--- src/rtl/msg_pkg.sv ---
`default_nettype none
// +----------------------------------------------------------------------------+
// | Module      : msg_pkg                                                      |
// | Description : Shared types and message ROM for the scrolling message ctrl. |
// | Revision    : 1.0 - initial release                                        |
// +----------------------------------------------------------------------------+
package msg_pkg;

    localparam int MSG_LEN   = 8;
    localparam int IDX_W     = $clog2(MSG_LEN);
    localparam int LETTER_W  = 3;
    localparam int DIGITS_W  = MSG_LEN * LETTER_W;

    typedef enum logic [LETTER_W-1:0] {
        LETTER_BLANK = 3'b000,
        LETTER_H     = 3'b001,
        LETTER_E     = 3'b010,
        LETTER_L     = 3'b011,
        LETTER_O     = 3'b100
    } letter_t;

    typedef enum logic [1:0] {
        ST_IDLE   = 2'b00,
        ST_RUN    = 2'b01,
        ST_PAUSED = 2'b10
    } state_t;

    // Index 0 is the first letter shifted in.
    localparam letter_t MSG_ROM [MSG_LEN] = '{
        LETTER_H, LETTER_E, LETTER_L, LETTER_L,
        LETTER_O, LETTER_BLANK, LETTER_BLANK, LETTER_BLANK
    };

endpackage : msg_pkg
`default_nettype wire

--- src/rtl/tick_gen.sv ---
`default_nettype none
// +----------------------------------------------------------------------------+
// | Module      : tick_gen                                                     |
// | Description : Divide-by-TICK_DIV counter; tick marks the terminal count.   |
// | Revision    : 1.0 - initial release                                        |
// +----------------------------------------------------------------------------+
module tick_gen #(
    parameter int TICK_DIV = 50_000_000
) (
    input  logic Clock,
    input  logic Reset,
    input  logic run,
    input  logic clear,
    output logic tick
);

    localparam int CNT_W = $clog2(TICK_DIV);
    localparam logic [CNT_W-1:0] C_TERMINAL = CNT_W'(TICK_DIV - 1);

    logic [CNT_W-1:0] r_cnt;
    logic             w_at_terminal;

    assign w_at_terminal = (r_cnt == C_TERMINAL);
    // Tick only fires while counting, so a held counter never produces a shift.
    assign tick          = run && w_at_terminal;

    always_ff @(posedge Clock) begin
        if (Reset || clear) begin
            r_cnt <= '0;
        end else if (run) begin
            if (w_at_terminal) begin
                r_cnt <= '0;
            end else begin
                r_cnt <= r_cnt + 1'b1;
            end
        end
    end

endmodule : tick_gen
`default_nettype wire

--- src/rtl/msg_scroll_ctrl.sv ---
`default_nettype none
// +----------------------------------------------------------------------------+
// | Module      : msg_scroll_ctrl                                              |
// | Description : Scrolls "HELLO" across eight letter digits with pause/step.  |
// | Revision    : 1.0 - initial release                                        |
// +----------------------------------------------------------------------------+
module msg_scroll_ctrl
    import msg_pkg::*;
#(
    parameter int TICK_DIV = 50_000_000
) (
    input  logic                Clock,
    input  logic                Reset,
    input  logic                Start,
    input  logic                Stop,
    input  logic                Pause,
    input  logic                Step,
    output logic [DIGITS_W-1:0] Digits,
    output logic                Busy,
    output logic                Wrap
);

    state_t              r_state;
    state_t              w_next_state;
    logic [DIGITS_W-1:0] r_digits;
    logic [IDX_W-1:0]    r_idx;
    logic                r_busy;
    logic                r_wrap;

    logic                w_shift;
    logic                w_load;
    logic                w_tick;
    logic                w_cnt_run;
    logic                w_cnt_clear;

    // Counter advances only in RUN on edges that neither stop nor pause.
    assign w_cnt_run   = (r_state == ST_RUN) && !Stop && !Pause;
    assign w_cnt_clear = (r_state == ST_IDLE) || Stop;

    tick_gen #(
        .TICK_DIV (TICK_DIV)
    ) u_tick_gen (
        .Clock (Clock),
        .Reset (Reset),
        .run   (w_cnt_run),
        .clear (w_cnt_clear),
        .tick  (w_tick)
    );

    always_ff @(posedge Clock) begin
        if (Reset) begin
            r_state <= ST_IDLE;
        end else begin
            r_state <= w_next_state;
        end
    end

    always_comb begin
        w_next_state = r_state;
        w_shift      = 1'b0;
        w_load       = 1'b0;
        case (r_state)
            ST_IDLE: begin
                if (Start && !Stop) begin
                    w_next_state = ST_RUN;
                    w_load       = 1'b1;
                end
            end
            ST_RUN: begin
                if (Stop) begin
                    w_next_state = ST_IDLE;
                    w_load       = 1'b1;
                end else if (Pause) begin
                    w_next_state = ST_PAUSED;
                end else if (w_tick) begin
                    w_shift = 1'b1;
                end
            end
            ST_PAUSED: begin
                if (Stop) begin
                    w_next_state = ST_IDLE;
                    w_load       = 1'b1;
                end else if (!Pause) begin
                    w_next_state = ST_RUN;
                end else if (Step) begin
                    w_shift = 1'b1;
                end
            end
            default: begin
                w_next_state = ST_IDLE;
                w_load       = 1'b1;
            end
        endcase
    end

    always_ff @(posedge Clock) begin
        if (Reset) begin
            r_digits <= '0;
            r_idx    <= '0;
            r_busy   <= 1'b0;
            r_wrap   <= 1'b0;
        end else begin
            r_busy <= (w_next_state != ST_IDLE);
            r_wrap <= w_shift && (r_idx == IDX_W'(MSG_LEN - 1));
            if (w_load) begin
                r_digits <= '0;
                r_idx    <= '0;
            end else if (w_shift) begin
                r_digits <= {r_digits[DIGITS_W-LETTER_W-1:0], MSG_ROM[r_idx]};
                r_idx    <= r_idx + 1'b1;
            end
        end
    end

    assign Digits = r_digits;
    assign Busy   = r_busy;
    assign Wrap   = r_wrap;

endmodule : msg_scroll_ctrl
`default_nettype wire

--- config.mk ---
export PLATFORM = sky130hd
export DESIGN_NAME = msg_scroll_ctrl
export DESIGN_NICKNAME = d
export VERILOG_FILES = /design/src/rtl/msg_pkg.sv /design/src/rtl/tick_gen.sv /design/src/rtl/msg_scroll_ctrl.sv
export SDC_FILE = /design/constraint.sdc
export NUM_CORES = 1
export LEC_CHECK = 0
export ABC_AREA = 1
export ABC_CLOCK_PERIOD_IN_PS = 5300
export BUFFER_PORTS_ARGS = -buffer_cell sky130_fd_sc_hd__buf_2
export CAP_MARGIN = 20
export CELL_PAD_IN_SITES_DETAIL_PLACEMENT = 2
export CELL_PAD_IN_SITES_GLOBAL_PLACEMENT = 2
export CORE_ASPECT_RATIO = 1.1
export CORE_MARGIN = 3
export CORE_UTILIZATION = 36
export DETAILED_ROUTE_END_ITERATION = 10
export PLACE_DENSITY_LB_ADDON = 0.1
export SYNTH_ARGS = -nofsm -noshare
export SYNTH_HDL_FRONTEND = slang
export SYNTH_HIERARCHICAL = 1
export SYNTH_SLANG_ARGS = --single-unit
export TNS_END_PERCENT = 50
--- constraint.sdc ---
create_clock -name Clock -period 5.3 [get_ports Clock]
set_clock_uncertainty 0.1 [all_clocks]
set_input_delay 0.53 -clock Clock [delete_from_list [all_inputs] [get_ports Clock]]
set_output_delay 0.53 -clock Clock [all_outputs]
set_load 0.02 [all_outputs]
==> metrics.cfg, run 1 <==
[layout]
multiInputGateArea_mm2=0.00174
fin_nets=492
n_antenna_cell=0
syn_to_final_growth_pct=14.7
finalInstanceArea_mm2=0.00357
final_core_util_pct=43.7
mostFrequentLayoutCells=nand2_1, nor2_1, dfxtp_1
final_cell_count_no_fill=587
nFillCells=1022
seq_area_mm2=0.00114
drive_gt1_share_pct=20.0
final_common_cell=nand2_1

[floorplanning]
pin_count=32
start_util_pct=38.1
num_rows=34
die_area_mm2=0.00980
core_area_mm2=0.00817
die_y_um=104
die_w_um=94.7

[run]
drv_cap=0

[clock_tree]
cts_resized=0
numCtsBuffers=9
root_buffer=clkbuf_8
cts_tree=built
holdBufCountCts=0
clk_pin_slew_worst_paths_ps=70
cts_buffer_depth=2
clock_sinks=57
htreeDepth=3
worst_skew_pair.late_latency_ps=350
cts_setup_buffers=0

[routing]
drt-total-wl_um=9060
drt_iter0_markers=42
antenna_left=0
drc=0
viasPerCell=4.93
dr_total_vias=2892
wl_per_cell_um=15.4
firstDrtPassIters=4

[grt]
grt_pass1_wl_um=15500
grt_antenna_before_repair=0
grt_usage_pct=20.1
grt_overflow=0
grt_max_degree=28
grt_pass1_vias=3218

[setup_path]
critPathMaxFanout=21
critPathLaunchType=flop
critPathCaptureType=flop
cp.required_ps=5480
rr_startpoint=r_state[1]$_SDFF_PP0_
critPathLaunch=r_state[1]$_SDFF_PP0_
critical_path_class=reg -> reg
crit_arrival_ps=3320

[pwr]
switching_share_pct=23.7
leakagePower_nw=1.42
internal_power_uw=731
power.total_uw=959
power_density_mw_per_mm2=268
power_switching_uw=227
ir_drop_uv=101
p_seq_share_pct=45.0
pwr-share-comb_pct=4.9
clkPwrFrac_pct=50.1

[synth]
synth_edf_count=0
yosysUniqueCellTypes=31
synth_top_area_share_pct=36.7
syn_inst=442
synth_area_mm2=0.00311
synth-main-ff-cell=dfxtp_1
yosysTopAreaCell=dfxtp_1
yosysWarnings=9
synth_seq_cells=57
async_reset_ff_share_pct=0
synth_fp_nets=460
synth.area.top_cells=dfxtp_1, nand2_1, nor2_1
synth.avg_cell_area_um2=7.04
ys_seq_area_share_pct=36.7

[placed_design]
placed_area_mm2=0.00334
io_buffers=31
dp.cells=571
place_congestion=0.791
dp.final_hpwl_um=6810
place_ws_ps=2020

[worst_hold_path]
hp-start=Reset
hp-class=in -> reg

[timing]
fmax_ghz=0.318
worst_slew_pin_slew_ps=805
setup_viol=0
post-route-period-util_pct=59.2
slew_violations=0
whs_ps=295
finalHoldViolations=0
slew_headroom_pct=46.3
fin_ws_ps=2160
finalCriticalPeriod_ps=3140
rsz0062_at_grt=no
setup_tns_ps=0

[run_status]
status=finished, final reports clean

==> power groups by stage <==
| stage | registers, mW | logic (mW) | clock network (mW) |
|---|---|---|---|
| floorplan | 0.442 | 0.0354 | 0 |
| global placement | 0.441 | 0.0454 | 0 |
| detailed placement | 0.441 | 0.0474 | 0 |
| CTS | 0.431 | 0.0479 | 0.494 |
| global route | 0.431 | 0.0537 | 0.517 |
| finish | 0.431 | 0.0471 | 0.480 |
==> routing by layer <==
metal  part of all wire (%)  vias up  global-route usage [%]
met1                     41     1394                    21.8
li1                       -     1458                       -
met5                      0        -                       0
met4                    1.8        0                    7.53
met2                     55       28                    37.7
met3                    1.9       12                    3.48
==> final timing paths <==
check                                               end  slack, ps  cells after the start
worst max-delay path             Digits[1]$_SDFFE_PP0P_       2160                     15
worst min register to register  Digits[23]$_SDFFE_PP0P_        390                      2
worst max register to register   Digits[1]$_SDFFE_PP0P_       2160                     15
worst min-delay path                    Wrap$_SDFF_PP0_        290                      2
==> cell type report <==
type	instances	area share [%]
Clock inverter	5	2.17
Tap cell	108	3.78
Timing Repair Buffer	34	4.98
Sequential cell	57	32.0
Inverter	40	4.20
Clock buffer	11	4.24
Multi-Input combinational cell	332	48.7
==> synthesized netlist by cell type (all sizes together) (2+ instances only) <==
library cell / n
nand3b: 16
dfxtp: 57
nand4: 5
inv: 40
o21ai: 3
xor2: 5
or2: 2
nor3: 4
ha: 12
a21oi: 27
nand2: 113
nand3: 35
xnor2: 5
nor3b: 2
nor2: 99
buf: 11
clkbuf: 2
==> cells by family (layout without fill, tap and decap cells) <==
family                   after synthesis  after routing  share of synthesized area (%)
flip-flops                            57             57                           36.7
AND/OR/NAND/NOR                      277            277                           41.9
AO/OA/AOI/OAI                         32             32                           5.99
adder cells (fa/ha/maj)               12             12                           4.82
XOR/XNOR                              10             10                           2.81
multiplexers                           1              1                          0.322
buffers and inverters                 53             90                           7.52
==> registers in the layout (all words and copies together) (netlist names) <==
name and cells:
Busy 1, Digits 24, Wrap 1, r_idx 3, r_state 2, u_tick_gen/r_cnt 26
==> worst max-delay path, stage by stage, from the launching register on <==
cell     delay [ps]
dfxtp_1         330
inv_1           120
ha_1            170
nand2_1          90
nor2_1          120
buf_4           220
nand2_1          80
nor2_1          100
nand3_1         180
nor2_2          190
nand3_1          90
nand2_1         500
nand2_1         410
nand2_1         170
nand2_1          60
nor2_1          130
Note: power is estimated with default switching activity, not from simulation.
==> run 2: changes to the inputs <==
ABC_AREA = 0   (was 1)
ABC_CLOCK_PERIOD_IN_PS = 2630   (was 5300)
CORE_UTILIZATION = 32   (was 36)
clock period = 2.63 ns   (was 5.3 ns; I/O delays follow)
==> run 2 against run 1 <==
  * Flip-flop and latch count stayed put
  * Synthesized cell count is 27% lower
  * Area after synthesis is 8.8% lower
  * Die area is 2.4% higher
  * Via count is 16% lower
  * Worst setup slack worse by 2000 ps
  * Non-clock buffer count is 10 higher
  * First-iteration DRC count is 12% higher
  * Count of clock-buffer cells in the layout is 2 lower
  * Hold slack worse by 220 ps
  * Power is 75% higher
  * Critical path type unchanged
  * Maximum frequency is 27% higher
==> metrics.cfg, run 2 <==
[run_status]
status=finished, final reports clean

[synth]
async_reset_ff_share_pct=0  ; unchanged
synth_fp_nets=340  ; -26%
syn_inst=322  ; -27%
synth_area_mm2=0.00284  ; -8.8%
yosysUniqueCellTypes=46  ; +48%
synth.avg_cell_area_um2=8.82  ; +25%
synth_edf_count=0  ; unchanged
synth_seq_cells=57  ; unchanged
yosysWarnings=9  ; unchanged
synth.area.top_cells=dfxtp_1, o21ai_2, nand3_1
synthTopCellsByCount=dfxtp_1, nand2_1, nand3_1
yosysTopAreaCell=dfxtp_1
ys_seq_area_share_pct=40.2  ; +3.5 points
synth_top_area_share_pct=40.2  ; +3.5 points
synth.most_common_cell=dfxtp_1
synth-main-ff-cell=dfxtp_1

[worst_hold_path]
hp-class=in -> reg

[pwr]
p_seq_share_pct=51.8  ; +6.8 points
switching_share_pct=26.2  ; +2.4 points
power.total_mw=1.67  ; +75%
power_density_mw_per_mm2=501  ; +87%
ir_drop_uv=197  ; +96%
clkPwrFrac_pct=43.1  ; -7.0 points
power_switching_uw=438  ; +93%
internal_power_mw=1.24  ; +69%
leakagePower_nw=1.21  ; -15%
pwr-share-comb_pct=5.2  ; +0.3 points

[layout]
mostFrequentLayoutCells=dfxtp_1, nand2_1, nand3_1
largest_reg_flops=26  ; unchanged
syn_to_final_growth_pct=17.7
seq_area_mm2=0.00114  ; unchanged
fin_nets=375  ; -24%
final_core_util_pct=39.3  ; -4.4 points
final_cell_count_no_fill=473  ; -19%
multiInputGateArea_mm2=0.00156  ; -10%
nFillCells=954  ; -6.7%
n_antenna_cell=0  ; unchanged
final_common_cell=dfxtp_1
regMostFlops=u_tick_gen/r_cnt
drive_gt1_share_pct=26.5  ; +6.5 points

[setup_path]
r2r_slack_ps=160  ; -2000 ps
crit_top_cell=or4_1
crit_arrival_ps=2630  ; -690 ps
critical_path_class=reg -> reg
critPathMaxStageDelay_ps=520  ; +20 ps
critPathLaunch=r_state[1]$_SDFF_PP0_
crit_chain=inv_1, ha_2, nor3b_4, nand4_4, buf_6, or4_1, or4_1, a21oi_1
ff2ff_path_depth=8  ; -7
critPathMaxFanout=4  ; -81%
crit_end=u_tick_gen/r_cnt[23]$_SDFFE_PP0P_
rr_startpoint=r_state[1]$_SDFF_PP0_
reg2reg_to=u_tick_gen/r_cnt[23]$_SDFFE_PP0P_
cp.required_ps=2790  ; -2690 ps
critPathLaunchType=flop
worst_path_max_delay_cell=or4_1
critPathCaptureType=flop

[floorplanning]
die_y_um=105  ; +1.2%
pin_count=32  ; unchanged
start_util_pct=33.4  ; -4.7 points
core_area_mm2=0.00850  ; +4.0%
die_w_um=95.8  ; +1.2%
die_area_mm2=0.0100  ; +2.4%
num_rows=35  ; +2.9%

[grt]
grt_overflow=0  ; unchanged
grt_pass1_wl_um=12500  ; -20%
grt_pass1_vias=2511  ; -22%
grt_usage_pct=15.6  ; -4.5 points
grt_antenna_before_repair=0  ; unchanged
grt_max_degree=54  ; +93%

[clock_tree]
clock_sinks=57  ; unchanged
root_buffer=clkbuf_8
cts_setup_buffers=0  ; unchanged
worst_skew_pair.late_latency_ps=330  ; -20 ps
htreeDepth=3  ; unchanged
clk_pin_slew_worst_paths_ps=80  ; about the same
cts_buffer_depth=2  ; unchanged
holdBufCountCts=0  ; unchanged
numCtsBuffers=9  ; unchanged
cts_tree=built

[timing]
worst_slew_pin_slew_ps=418  ; -387 ps
whs_ps=74.0  ; -221 ps
rsz0062_at_grt=yes
slew_headroom_pct=71.9  ; +26 points
slew_violations=0  ; unchanged
finalHoldViolations=0  ; unchanged
post-route-period-util_pct=93.9  ; +35 points
setup_viol=0  ; unchanged
finalCriticalPeriod_ps=2470  ; -671 ps
fmax_ghz=0.405  ; +27%

[run]
drv_cap=0  ; unchanged

[routing]
antenna_left=0  ; unchanged
drc=0  ; unchanged
firstDrtPassIters=4  ; unchanged
dr_total_vias=2431  ; -16%
wl_per_cell_um=15.8  ; +2.1%
drt_iter0_markers=47  ; +12%
viasPerCell=5.14  ; +4.3%
drt-total-wl_um=7460  ; -18%

[placed_design]
place_congestion=0.760  ; -4.0%
dp.final_hpwl_um=5300  ; -22%
dp.cells=456  ; -20%
io_buffers=31  ; unchanged

==> run 2: per-layer routing <==
| layer | up-vias | GRT usage, % | share of wire, % |
|---|---|---|---|
| li1 | 1227 | - | - |
| met1 | 1175 | 20.2 | 46 |
| met2 | 22 | 25.6 | 51 |
| met3 | 7 | 2.81 | 2.6 |
| met4 | 0 | 5.79 | 0.97 |
| met5 | - | 0 | 0 |
==> run 2: area by class of cell <==
type | instances | area share [%]
clock buffer | 9 | 3.71
clock inverter | 7 | 1.42
tap | 111 | 4.16
sequential | 57 | 34.2
timing repair buffer | 44 | 8.95
inverter | 7 | 0.787
multi-input combinational | 238 | 46.8
==> run 2: worst max-delay path, delay by kind of cell, from the launching register on <==
| family | cells | cell delay, ps |
|---|---|---|
| flops | 1 | 320 |
| compound gates | 1 | 150 |
| fa+ha+maj | 1 | 200 |
| buf+inv | 2 | 230 |
| simple gates | 4 | 1400 |
==> run 2: power groups by stage <==
stage	logic (mW)	registers [mW]	clock network, mW
3_5_place_dp	0.0854	0.887	0
5_1_grt	0.0965	0.867	0.800
2_1_floorplan	0.0657	0.890	0
3_3_place_gp	0.0845	0.887	0
4_1_cts	0.0861	0.867	0.757
6_report	0.0866	0.867	0.721
==> run 2: worst min path at each step <==
stage | from | end | slack [ps] | depth (start not counted)
2_1_floorplan | Reset | u_tick_gen/r_cnt[6]$_SDFFE_PP0P_ | 240 | 1
3_3_place_gp | Digits[22]$_SDFFE_PP0P_ | Digits[22]$_SDFFE_PP0P_ | 330 | 2
3_5_place_dp | Digits[22]$_SDFFE_PP0P_ | Digits[22]$_SDFFE_PP0P_ | 350 | 2
4_1_cts | Reset | u_tick_gen/r_cnt[6]$_SDFFE_PP0P_ | 70 | 2
5_1_grt | Reset | u_tick_gen/r_cnt[6]$_SDFFE_PP0P_ | 70 | 2
6_report | Reset | u_tick_gen/r_cnt[6]$_SDFFE_PP0P_ | 70 | 2
==> run 2: cells by family (layout without fill, tap and decap cells) <==
logic type	count (synthesis)	count (layout)	share of synthesized area, %
XOR/XNOR	14	14	4.32
adder cells (fa/ha/maj)	12	12	5.29
buffers and inverters	27	67	5.91
flip-flops	57	57	40.2
AND/OR/NAND/NOR	151	151	28.3
AO/OA/AOI/OAI	60	60	15.7
multiplexers	1	1	0.353
==> run 2: what timing repair did <==
item	CTS	global route
endpoints found under the hold margin	0	0
setup endpoints to repair	4	7
gates resized for setup	2	4
cloned	0	1
pin swaps	0	1
==> run 2: stage by stage <==
stage | TNS [ps] | worst slack [ps] | area [µm²]
final | 0 | 161 | 3340
after global routing | -8.48 | -8.48 | 3340
after CTS | 0 | 110 | 3290
after detailed placement | -79.7 | -75.9 | 3110
after global placement | 0 | 58.1 | 3110
after floorplan | 0 | 89.6 | 2840
